--- src/rtl/instr_sequencer_pkg.sv ---
// Shared definitions for instr_sequencer: word classes, class field position,
// FSM state encoding and the per-class hold-time lookup.
package instr_sequencer_pkg;

    typedef enum logic [1:0] {
        CLS_NOP   = 2'b00,
        CLS_ALU   = 2'b01,
        CLS_LOAD  = 2'b10,
        CLS_STORE = 2'b11
    } instr_class_e;

    localparam int CLASS_MSB = 19;
    localparam int CLASS_LSB = 18;

    localparam logic [1:0] ST_IDLE  = 2'd0;
    localparam logic [1:0] ST_FETCH = 2'd1;
    localparam logic [1:0] ST_ISSUE = 2'd2;
    localparam logic [1:0] ST_DONE  = 2'd3;

    localparam int CNT_W = 8;

    // A nonzero class-00 word is treated as ALU, so it shares the ALU hold time.
    function automatic logic [CNT_W-1:0] hold_cycles(input logic [1:0] cls,
                                                     input int alu_hold,
                                                     input int store_hold,
                                                     input int load_hold);
        int h;
        case (cls)
            CLS_LOAD:  h = load_hold;
            CLS_STORE: h = store_hold;
            default:   h = alu_hold;
        endcase
        return CNT_W'(h);
    endfunction

endpackage

--- src/rtl/instr_sequencer_if.sv ---
// Program-load and instruction-stream bundle between instr_sequencer and its user.
interface instr_sequencer_if #(
    parameter int INSTR_WIDTH = 20,
    parameter int PC_BITS     = 4
);
    logic                   prog_we;
    logic [PC_BITS-1:0]     prog_addr;
    logic [INSTR_WIDTH-1:0] prog_wdata;
    logic                   start;
    logic [INSTR_WIDTH-1:0] instruction;
    logic [PC_BITS-1:0]     pc;
    logic                   busy;
    logic                   done;

    modport master (
        output prog_we, prog_addr, prog_wdata, start,
        input  instruction, pc, busy, done
    );

    modport slave (
        input  prog_we, prog_addr, prog_wdata, start,
        output instruction, pc, busy, done
    );
endinterface

--- src/rtl/instr_sequencer_prog_mem.sv ---
// Program store: one synchronous write port, one registered read port, no reset.
module instr_sequencer_prog_mem #(
    parameter int WIDTH  = 20,
    parameter int A_BITS = 4
) (
    input  logic              clk,
    input  logic              we,
    input  logic [A_BITS-1:0] waddr,
    input  logic [WIDTH-1:0]  wdata,
    input  logic [A_BITS-1:0] raddr,
    output logic [WIDTH-1:0]  rdata
);
    logic [WIDTH-1:0] mem_q [2**A_BITS];
    logic [WIDTH-1:0] rd_q;

    // Write-first: a word loaded on the same edge as start must be the one fetched.
    always_ff @(posedge clk) begin
        if (we) begin
            mem_q[waddr] <= wdata;
        end
        rd_q <= (we && (waddr == raddr)) ? wdata : mem_q[raddr];
    end

    assign rdata = rd_q;
endmodule

--- src/rtl/instr_sequencer.sv ---
// Walks the program store from address 0 after start, presenting each word for
// its class hold time with a one-cycle zero gap between words.
module instr_sequencer
    import instr_sequencer_pkg::*;
#(
    parameter int INSTR_WIDTH = 20,
    parameter int PC_BITS     = 4,
    parameter int ALU_HOLD    = 4,
    parameter int STORE_HOLD  = 3,
    parameter int LOAD_HOLD   = 4
) (
    input  logic              clk,
    input  logic              rst,
    instr_sequencer_if.slave  bus
);
    localparam logic [PC_BITS-1:0] PC_LAST = '1;

    logic [1:0]             state_q, state_d;
    logic [PC_BITS-1:0]     pc_q, pc_d;
    logic [CNT_W-1:0]       cnt_q, cnt_d;
    logic [INSTR_WIDTH-1:0] instr_q, instr_d;
    logic [INSTR_WIDTH-1:0] rd_data;
    logic [CNT_W-1:0]       fetch_hold;
    logic                   mem_we;

    assign mem_we = bus.prog_we && (state_q == ST_IDLE);

    // Read address follows pc_d so the word is already registered while in FETCH.
    instr_sequencer_prog_mem #(
        .WIDTH  (INSTR_WIDTH),
        .A_BITS (PC_BITS)
    ) u_prog_mem (
        .clk   (clk),
        .we    (mem_we),
        .waddr (bus.prog_addr),
        .wdata (bus.prog_wdata),
        .raddr (pc_d),
        .rdata (rd_data)
    );

    assign fetch_hold = hold_cycles(rd_data[CLASS_MSB:CLASS_LSB], ALU_HOLD, STORE_HOLD, LOAD_HOLD)
                        - CNT_W'(1);

    always_comb begin
        state_d = state_q;
        pc_d    = pc_q;
        cnt_d   = cnt_q;
        instr_d = '0;
        case (state_q)
            ST_IDLE: begin
                if (bus.start) begin
                    state_d = ST_FETCH;
                    pc_d    = '0;
                end
            end
            ST_FETCH: begin
                if (rd_data == '0) begin
                    state_d = ST_DONE;
                end else begin
                    state_d = ST_ISSUE;
                    instr_d = rd_data;
                    cnt_d   = fetch_hold;
                end
            end
            ST_ISSUE: begin
                instr_d = instr_q;
                if (cnt_q != '0) begin
                    cnt_d = cnt_q - CNT_W'(1);
                end else if (pc_q == PC_LAST) begin
                    state_d = ST_DONE;
                    instr_d = '0;
                end else begin
                    state_d = ST_FETCH;
                    pc_d    = pc_q + PC_BITS'(1);
                    instr_d = '0;
                end
            end
            default: begin
                state_d = ST_IDLE;
            end
        endcase
    end

    always_ff @(posedge clk) begin
        if (rst) begin
            state_q <= ST_IDLE;
            pc_q    <= '0;
            cnt_q   <= '0;
            instr_q <= '0;
        end else begin
            state_q <= state_d;
            pc_q    <= pc_d;
            cnt_q   <= cnt_d;
            instr_q <= instr_d;
        end
    end

    assign bus.instruction = instr_q;
    assign bus.pc          = pc_q;
    assign bus.busy        = (state_q == ST_FETCH) || (state_q == ST_ISSUE);
    assign bus.done        = (state_q == ST_DONE);
endmodule

--- src/flat_wrapper.sv ---
// flat-port wrapper written by rule: the top's interface ports become plain ports
module instr_sequencer_flat import instr_sequencer_pkg::*;
#(
    parameter int INSTR_WIDTH = 20,
    parameter int PC_BITS     = 4,
    parameter int ALU_HOLD    = 4,
    parameter int STORE_HOLD  = 3,
    parameter int LOAD_HOLD   = 4
)
  (clk, rst, bus_prog_we, bus_prog_addr, bus_prog_wdata, bus_start, bus_instruction, bus_pc, bus_busy, bus_done);
  instr_sequencer_if #(.INSTR_WIDTH(INSTR_WIDTH), .PC_BITS(PC_BITS)) bus_i ();
  input  logic clk;
  input  logic rst;
  input wire logic [$bits(bus_i.prog_we)-1:0] bus_prog_we;
  input wire logic [$bits(bus_i.prog_addr)-1:0] bus_prog_addr;
  input wire logic [$bits(bus_i.prog_wdata)-1:0] bus_prog_wdata;
  input wire logic [$bits(bus_i.start)-1:0] bus_start;
  output wire logic [$bits(bus_i.instruction)-1:0] bus_instruction;
  output wire logic [$bits(bus_i.pc)-1:0] bus_pc;
  output wire logic [$bits(bus_i.busy)-1:0] bus_busy;
  output wire logic [$bits(bus_i.done)-1:0] bus_done;
  assign bus_i.prog_we = bus_prog_we;
  assign bus_i.prog_addr = bus_prog_addr;
  assign bus_i.prog_wdata = bus_prog_wdata;
  assign bus_i.start = bus_start;
  assign bus_instruction = bus_i.instruction;
  assign bus_pc = bus_i.pc;
  assign bus_busy = bus_i.busy;
  assign bus_done = bus_i.done;
  instr_sequencer #(.INSTR_WIDTH(INSTR_WIDTH), .PC_BITS(PC_BITS), .ALU_HOLD(ALU_HOLD), .STORE_HOLD(STORE_HOLD), .LOAD_HOLD(LOAD_HOLD)) u_core (.clk(clk), .rst(rst), .bus(bus_i));
endmodule
--- config.mk ---
export PLATFORM = sky130hd
export DESIGN_NAME = instr_sequencer_flat
export DESIGN_NICKNAME = d
export VERILOG_FILES = /design/src/rtl/instr_sequencer_pkg.sv /design/src/rtl/instr_sequencer_if.sv /design/src/rtl/instr_sequencer_prog_mem.sv /design/src/rtl/instr_sequencer.sv /design/src/flat_wrapper.sv
export SDC_FILE = /design/constraint.sdc
export NUM_CORES = 1
export LEC_CHECK = 0
export BUFFER_PORTS_ARGS = -buffer_cell sky130_fd_sc_hd__buf_4
export CORE_ASPECT_RATIO = 0.5
export CORE_MARGIN = 1
export CORE_UTILIZATION = 60
export CTS_BUF_LIST = sky130_fd_sc_hd__clkbuf_16
export DETAILED_ROUTE_END_ITERATION = 16
export HOLD_SLACK_MARGIN = 0.06
export PLACE_DENSITY_LB_ADDON = 0.08
export SYNTH_ARGS = -nofsm -noshare
export SYNTH_HDL_FRONTEND = slang
export SYNTH_HIERARCHICAL = 1
export SYNTH_SLANG_ARGS = --single-unit
--- constraint.sdc ---
create_clock -name clk -period 11.1 [get_ports clk]
set_input_delay 3.33 -clock clk [delete_from_list [all_inputs] [get_ports clk]]
set_output_delay 3.33 -clock clk [all_outputs]
set_load 0.05 [all_outputs]
==> summary.md, run 1 <==
| Metric | Value |
|---|---|
| Fraction of registers with async set/reset | 0 |
| Initial DRC count | 768 |
| TritonCTS clock tree | done |
| Die height | 110 um |
| FILL cells | 1,372 |
| # hold bufs at CTS | 0 |
| First-pass GRT wire length | 43.5 mm |
| Crit path launch type | input port |
| Tot GR Track Use | 0.256 |
| Clk network pwr share | 0.324 |
| Total grt overflow | 0 |
| Prevailing post-synth register cell | edfxtp_1 |
| Clock skew | 0.0206 ns |
| Initial antenna violation count | 0 |
| Final setup violation count | 0 |
| Hold Path Stages | 2 |
| Switching Share | 0.269 |
| Sequential share of power | 0.511 |
| Yosys Warn Count | 6 |
| Port Buf Inserts | 53 |
| CTS clk-pin slew, worst paths | 0.06 ns |
| CTS Buf Count | 31 |
| Min Tclk post-route | 5.06 ns |
| H-Tree Depth | 1 |
| Psw | 826 uW |
| CTS resizes | 0 |
| Vias per cell | 6.43 |
| Library cells used by synthesis | 51 |
| Combinational share of power | 0.165 |
| # diodes | 0 |
| Setup TNS | 0 ns |
| Fin worst setup slack | 6.04 ns |
| Initial Utilization | 0.627 |
| CTS Sinks | 358 |
| Crit Path Category | input port to register |
| Clock Latency Late Sink | 0.57 ns |
| Fin. Hold Viols | 0 |
| Leakage | 4.96 nW |
| Die Width | 217 um |
| Crit path DAT | 5.24 ns |
| RSZ-0062 raised after global routing | no |
| Hold Path Origin | u_core/bus.instruction[11] |
| Total number of vias | 7,138 |
| HP Class | register to register |
| Rows | 38 |
| Worst-case clock buffer depth | 3 |
| Largest net degree at the start of global routing | 55 |
| Core area | 22,200 um^2 |
| DRT Pass-1 Iters | 7 |
| Pint | 2.25 mW |
| Cell Area, Placed | 14,600 um^2 |
| CTS Root Cell | clkbuf_16 |
| Fin nets | 822 |
| #FFs+latches synth | 358 |
| Dpl ws | 5.46 ns |
| R2R Path End | u_core/cnt_q[5] |
| # DRC | 0 |
| Pins Over Slew Limit | 0 |
| Min-Delay Endpoint | u_core/bus.instruction[11] |
| Slew headroom | 0.155 |
| Register area share after synthesis | 0.745 |
| Finished Cell Area | 15,600 um^2 |
| Synthesized cell area | 13,900 um^2 |
| CP Capture Type | register |
| Part of the cycle the worst path needs | 0.456 |
| Peak supply drop | 0.182 mV |
| PwrDens | 198 nW/um^2 |
| Area grow syn2layout | 11.8% |
| Final weighted congestion in routability-driven placement | 0.845 |
| Reg area | 10,400 um^2 |
| Full die area | 23,800 um^2 |
| Post-Syn Instances | 728 |
| Syn avg cell area | 19.1 um^2 |
| Io pins | 54 |
| Crit path max fanout | 20 |
| Max Cap Violations | 0 |
| Worst Reg-to-Reg Cells | 9 |
| Number of setup buffers added after CTS | 0 |
| Layout cell share with drive strength beyond 1 | 0.242 |
| Routed WL | 29.0 mm |
| Routed len/inst | 26.1 um |
| Worst Max-Slew Pin Slew | 1.27 ns |
| Post-synth EDFFs | 320 |
| Antenna viol nets, final | 0 |
| Synth Net Count | 763 |
| R2R Setup Slk | 6.43 ns |
| HPWL Detailed | 18.3 mm |
| Critical path required time | 11.28 ns |
| Fmax | 198 MHz |
| Vias in the first global route | 6,890 |
| Area of the multi-input gates | 3360 um^2 |
| Outcome | finished, final reports clean |
-- flip-flops by register name, summed over array words and instances (netlist names), named ones only --
register                 flops
u_core/state_q               2
u_core/cnt_q                 8
u_core/bus.pc                4
u_core/bus.instruction      20
u_core/u_prog_mem/mem_q    320
-- critical path, stage by stage --
cell and delay [ns]:
buf_4 0.08, and2_1 0.33, or3b_2 0.56, nor2_2 0.93
-- power groups by stage --
stage | Sequential (mW) | Clock, mW | Combinational [mW]
3_5_place_dp | 1.60 | 0 | 0.503
5_1_grt | 1.58 | 1.07 | 0.548
6_report | 1.57 | 0.996 | 0.507
3_3_place_gp | 1.60 | 0 | 0.494
4_1_cts | 1.57 | 1.01 | 0.506
2_1_floorplan | 1.61 | 0 | 0.343
-- layer usage --
| layer | wire length (um) | track usage |
|---|---|---|
| met1 | 13700 | 0.410 |
| met2 | 11800 | 0.342 |
| met4 | 487 | 0.0533 |
| met3 | 2990 | 0.0827 |
| met5 | 0 | 0 |
-- layout by cell type (no fill, tap or decap), types with 8 or more instances in the layout --
cell type    n
inv_1       20
nor2_2      13
nand3_1     22
clkbuf_16   31
mux4_1      16
a21oi_1     28
nand2_1     51
dfxtp_1     36
a22oi_1     42
mux4_2      64
buf_4       62
edfxtp_1   320
nor2_1       8
o21ai_0      8
-- cells in the mapped netlist, types with 3 or more instances --
library cell  number  share of area
a211oi_1           3         0.0016
buf_6              5         0.0040
o21ai_0            8         0.0029
a22oi_1           42          0.023
a21oi_1           28          0.010
edfxtp_1         320           0.69
clkbuf_1          23         0.0062
mux2i_1            3         0.0022
nor3_1             7         0.0025
nand2b_1           3         0.0013
mux4_1            16          0.030
nor4_2             3         0.0027
ha_1               7         0.0063
nand3_1           22         0.0079
and2_1             6         0.0027
buf_4              5         0.0027
inv_1             11         0.0030
mux4_2            64           0.10
o22ai_1            3         0.0013
buf_2              3         0.0011
nor2_1            21         0.0057
nand2_1           51          0.014
dfxtp_1           38          0.055
nor4_1             4         0.0018
-- worst max path at each step --
stage,slack (ns),start,end
final,6.04,bus_prog_we,u_core/u_prog_mem/mem_q[3][1]
after global routing,5.89,bus_prog_we,u_core/u_prog_mem/mem_q[3][6]
after global placement,5.48,bus_prog_we,u_core/u_prog_mem/mem_q[3][2]
after CTS,6.06,bus_prog_we,u_core/u_prog_mem/mem_q[3][6]
after floorplan,5.29,bus_prog_we,u_core/u_prog_mem/mem_q[0][0]
after detailed placement,5.46,bus_prog_we,u_core/u_prog_mem/mem_q[3][3]
-- per-stage QoR --
stage / total power, mW / util / cells / hold WS (ns)
after floorplan: 1.96 / - / 728 / 0.454
after global placement: 2.09 / 0.659 / 1054 / 0.443
after detailed placement: 2.10 / 0.659 / 1054 / 0.450
after CTS: 3.09 / 0.700 / 1110 / 0.457
after global routing: 3.19 / 0.700 / 1110 / 0.478
final: 3.07 / 0.700 / 1110 / 0.456
-- cell families (layout without fill, tap and decap cells) --
kind of cell             after synthesis  count (layout)  synth area share
multiplexers                          83              83             0.136
adder cells (fa/ha/maj)                7               7           0.00630
AO/OA/AOI/OAI                         97              97            0.0463
buffers and inverters                 47             129            0.0170
flip-flops                           358             358             0.745
XOR/XNOR                               1               1          0.000630
AND/OR/NAND/NOR                      135             135            0.0484
-- final cells by class --
class	count	area share
clock buffer	31	0.0499
sequential	358	0.667
tap	300	0.0241
timing repair buffer	62	0.0299
inverter	11	0.00265
multi-input combinational	323	0.216
clock inverter	25	0.00990
(Power assumes the default switching activity.)
==> run 2: changes to the inputs <==
--- a/config.mk
+++ b/config.mk
@@ -5,6 +5,7 @@
 export SDC_FILE = /design/constraint.sdc
 export NUM_CORES = 1
 export LEC_CHECK = 0
+export ABC_AREA = 1
 export BUFFER_PORTS_ARGS = -buffer_cell sky130_fd_sc_hd__buf_4
 export CORE_ASPECT_RATIO = 0.5
 export CORE_MARGIN = 1
==> constraint.sdc (replaced) <==
create_clock -name clk -period 5.1 [get_ports clk]
set_input_delay 1.53 -clock clk [delete_from_list [all_inputs] [get_ports clk]]
set_output_delay 1.53 -clock clk [all_outputs]
set_load 0.05 [all_outputs]
==> run 2 against run 1 <==
Total power increased to 2.6 times the previous value. Setup slack got worse by 4.9 ns. Non-clock buffer count rose by 13. Hold slack better by 0.012 ns. Count of clock-buffer cells in the layout is 1 higher. Sequential cell count unchanged. First-iteration DRC count is 92% higher. Utilization is 2.1 points lower. Critical path depth rose by 10. Combinational power rose to 4.8 times the previous value. Register-to-register slack worse by 5.3 ns. Sequential power is 120% higher.
==> summary.md, run 2 <==
| Metric | Value |
|---|---|
| Port Buf Inserts | 53 (unchanged) |
| CP cell instances | inv_4 > buf_4 > nand2_1 > nand3_1 > nand3_1 > nand3_1 > nand2_1 > nor2_1 > nand2_1 > nor2_1 > nand4_1 > nand2_4 > nand2_1 > a21oi_1 |
| # diodes | 0 (unchanged) |
| Critical path required time | 5.59 ns (-5.69 ns) |
| Vias in the first global route | 10,300 (+50%) |
| Library cells used by synthesis | 27 (-47%) |
| Fin util | 0.679 (-0.0213) |
| Largest net degree at the start of global routing | 161 (+190%) |
| Hold Path Stages | 2 (unchanged) |
| #FFs+latches synth | 358 (unchanged) |
| DRT Pass-1 Iters | 5 (-2) |
| Core area | 25,400 um^2 (+14%) |
| HPWL Detailed | 24.0 mm (+31%) |
| Worst Max-Slew Pin Slew | 1.34 ns (+0.0772 ns) |
| Synth top area share | 0.614 (-0.0762) |
| First-pass GRT wire length | 59.9 mm (+38%) |
| Synth area leader | edfxtp_1 |
| Tot GR Track Use | 0.300 (+0.0438) |
| Die height | 116 um (+5.9%) |
| Prevailing post-synth register cell | edfxtp_1 |
| Peak supply drop | 0.292 mV (+60%) |
| CP most frequent cell | nand2_1 |
| Max Cap Violations | 0 (unchanged) |
| # DRC | 0 (unchanged) |
| Layout cell share with drive strength beyond 1 | 0.0912 (-0.151) |
| CP Capture Type | register |
| Routed WL | 39.3 mm (+36%) |
| Total grt overflow | 0 (unchanged) |
| CP peak stage delay | 0.77 ns (-0.16 ns) |
| Outcome | finished, final reports clean |
| Synth Net Count | 1,614 (+110%) |
| HP Class | register to register |
| Area grow syn2layout | 10.3% |
| Final weighted congestion in routability-driven placement | 0.924 (+9.3%) |
| Full die area | 26,800 um^2 (+12%) |
| Crit path launch type | register |
| CTS clk-pin slew, worst paths | 0.06 ns (about the same) |
| R2R Setup Slk | 1.18 ns (-5.25 ns) |
| R2R Path End | u_core/cnt_q[5] |
| Min Tclk post-route | 3.92 ns |
| Final setup violation count | 0 (unchanged) |
| Most frequent cells in the layout | nand2_1, edfxtp_1, nand3_1, inv_1, buf_4 |
| Fin nets | 1,646 (+100%) |
| Hold Path Origin | u_core/bus.instruction[5] |
| Largest register FFs | 320 (unchanged) |
| Initial antenna violation count | 0 (unchanged) |
| Slew headroom | 0.104 (-0.0515) |
| Min-Delay Endpoint | u_core/bus.instruction[5] |
| Antenna viol nets, final | 0 (unchanged) |
| Part of the cycle the worst path needs | 0.769 |
| Worst Reg-to-Reg Cells | 14 (+5) |
| CTS Root Cell | clkbuf_16 |
| Rows | 41 (+7.9%) |
| Setup TNS | 0 ns (unchanged) |
| Initial Utilization | 0.616 (-0.0107) |
| Io pins | 54 (unchanged) |
| Power, Total | 8.14 mW (+160%) |
| Synthesized cell area | 15,600 um^2 (+12%) |
| CTS Sinks | 358 (unchanged) |
| Clock Latency Late Sink | 0.59 ns (+0.02 ns) |
| Vias per cell | 5.62 (-13%) |
| Clock skew | 0.0174 ns (-0.00320 ns) |
| PwrDens | 472 nW/um^2 (+140%) |
| Crit path max fanout | 99 (+400%) |
| Yosys Warn Count | 6 (unchanged) |
| Syn avg cell area | 9.90 um^2 (-48%) |
| Number of setup buffers added after CTS | 0 (unchanged) |
| Total number of vias | 11,100 (+56%) |
| RSZ-0062 raised after global routing | no |
| Fraction of registers with async set/reset | 0 (unchanged) |
| Fin worst setup slack | 1.18 ns (-4.86 ns) |
| CTS resizes | 0 (unchanged) |
| Routed len/inst | 19.9 um (-24%) |
| CTS Buf Count | 31 (unchanged) |
| Dpl ws | 1.32 ns (-4.14 ns) |
| Die Width | 230 um (+6.0%) |
| Top cells by area, synth | edfxtp_1, nand2_1, nand3_1, inv_1, dfxtp_1 |
| Commonest non-fill, non-tap cell in the layout | nand2_1 |
| Crit path DAT | 4.42 ns (-0.82 ns) |
| Crit Path Category | register to register |
| # hold bufs at CTS | 0 (unchanged) |
| Leakage | 7.37 nW (+49%) |
| Fmax | 255 MHz |
| Post-synth EDFFs | 320 (unchanged) |
| Hold WS | 0.468 ns (+0.0119 ns) |
| Fin. Hold Viols | 0 (unchanged) |
| Most instantiated library cell after synthesis | nand2_1 |
| Pins Over Slew Limit | 0 (unchanged) |
| Worst-case clock buffer depth | 3 (unchanged) |
| Initial DRC count | 1,471 (+92%) |
| Post-Syn Instances | 1,579 (+120%) |
| H-Tree Depth | 1 (unchanged) |
| Slowest cell on crit path | inv_4 |
| Commonest cells in the netlist | nand2_1, edfxtp_1, nand3_1 |
| Register area share after synthesis | 0.663 (-0.0822) |
| TritonCTS clock tree | done |
| Largest reg by FF count | u_core/u_prog_mem/mem_q |
## run 2: changes by cell type in the layout (fill, tap and decap cells not counted), sizes merged, moves of 4 or more
| cell | delta |
|---|---|
| mux4 | -80 |
| nor2 | +28 |
| a22oi | -42 |
| nand2 | +440 |
| and2 | -4 |
| nand3 | +250 |
| inv | +254 |
| a21oi | +6 |
| o21ai | +4 |
| nor4 | -7 |
| buf | +13 |
| nor3 | -6 |
## run 2: area by class of cell
type,count,area (um^2)
flip-flops and latches,358,10400
fillers,1955,8150
multi-input cells,881,3880
inverters,264,995
clock buffers,32,801
repair buffers,75,601
well taps,344,430
clock inverters,24,163
## run 2: per-layer routing
metal	wire, um	track usage	up-vias	share of wire
li1	-	-	5166	-
met2	17600	0.474	564	0.45
met1	16700	0.430	5307	0.42
met4	884	0.0755	0	0.022
met5	0	0	-	0
met3	4180	0.0654	71	0.11
## run 2: worst max-delay path: cells and delay by family (launching register included)
kind / cells / cell delay (ns)
simple gates: 11 / 1.95
buf+inv: 2 / 1.29
flops: 1 / 0.36
compound gates: 1 / 0.15
## run 2: cell families (layout without fill, tap and decap cells)
| kind of cell | Yosys count | count (layout) | share of synthesized area |
|---|---|---|---|
| simple gates | 822 | 822 | 0.222 |
| flops | 358 | 358 | 0.663 |
| buf+inv | 340 | 395 | 0.0912 |
| compound gates | 49 | 49 | 0.0160 |
| fa+ha+maj | 7 | 7 | 0.00560 |
| xor+xnor | 3 | 3 | 0.00168 |
## run 2: metrics by stage
| step | std cells | instance area (um^2) |
|---|---|---|
| 2_1_floorplan | 1579 | 15600 |
| 4_1_cts | 1978 | 17200 |
| 5_1_grt | 1978 | 17200 |
| 3_5_place_dp | 1922 | 16300 |
| 6_report | 1978 | 17200 |
| 3_3_place_gp | 1922 | 16300 |
## run 2: worst max-delay path by stage
| stage | startpoint | endpoint | slack (ns) |
|---|---|---|---|
| after global routing | register | u_core/cnt_q[5] | 0.86 |
| after floorplan | bus_prog_we | u_core/u_prog_mem/mem_q[10][0] | 2.03 |
| final | register | u_core/cnt_q[5] | 1.18 |
| after global placement | register | u_core/cnt_q[0] | 1.40 |
| after detailed placement | register | u_core/cnt_q[4] | 1.32 |
| after CTS | register | u_core/cnt_q[4] | 1.31 |
## run 2: power breakdown
part	leakage (nW)	switching, mW	total, mW	internal (mW)
Sequential	3.20	0.0799	3.41	3.33
Clock	0.509	1.05	2.28	1.23
Combinational	3.67	1.77	2.44	0.669
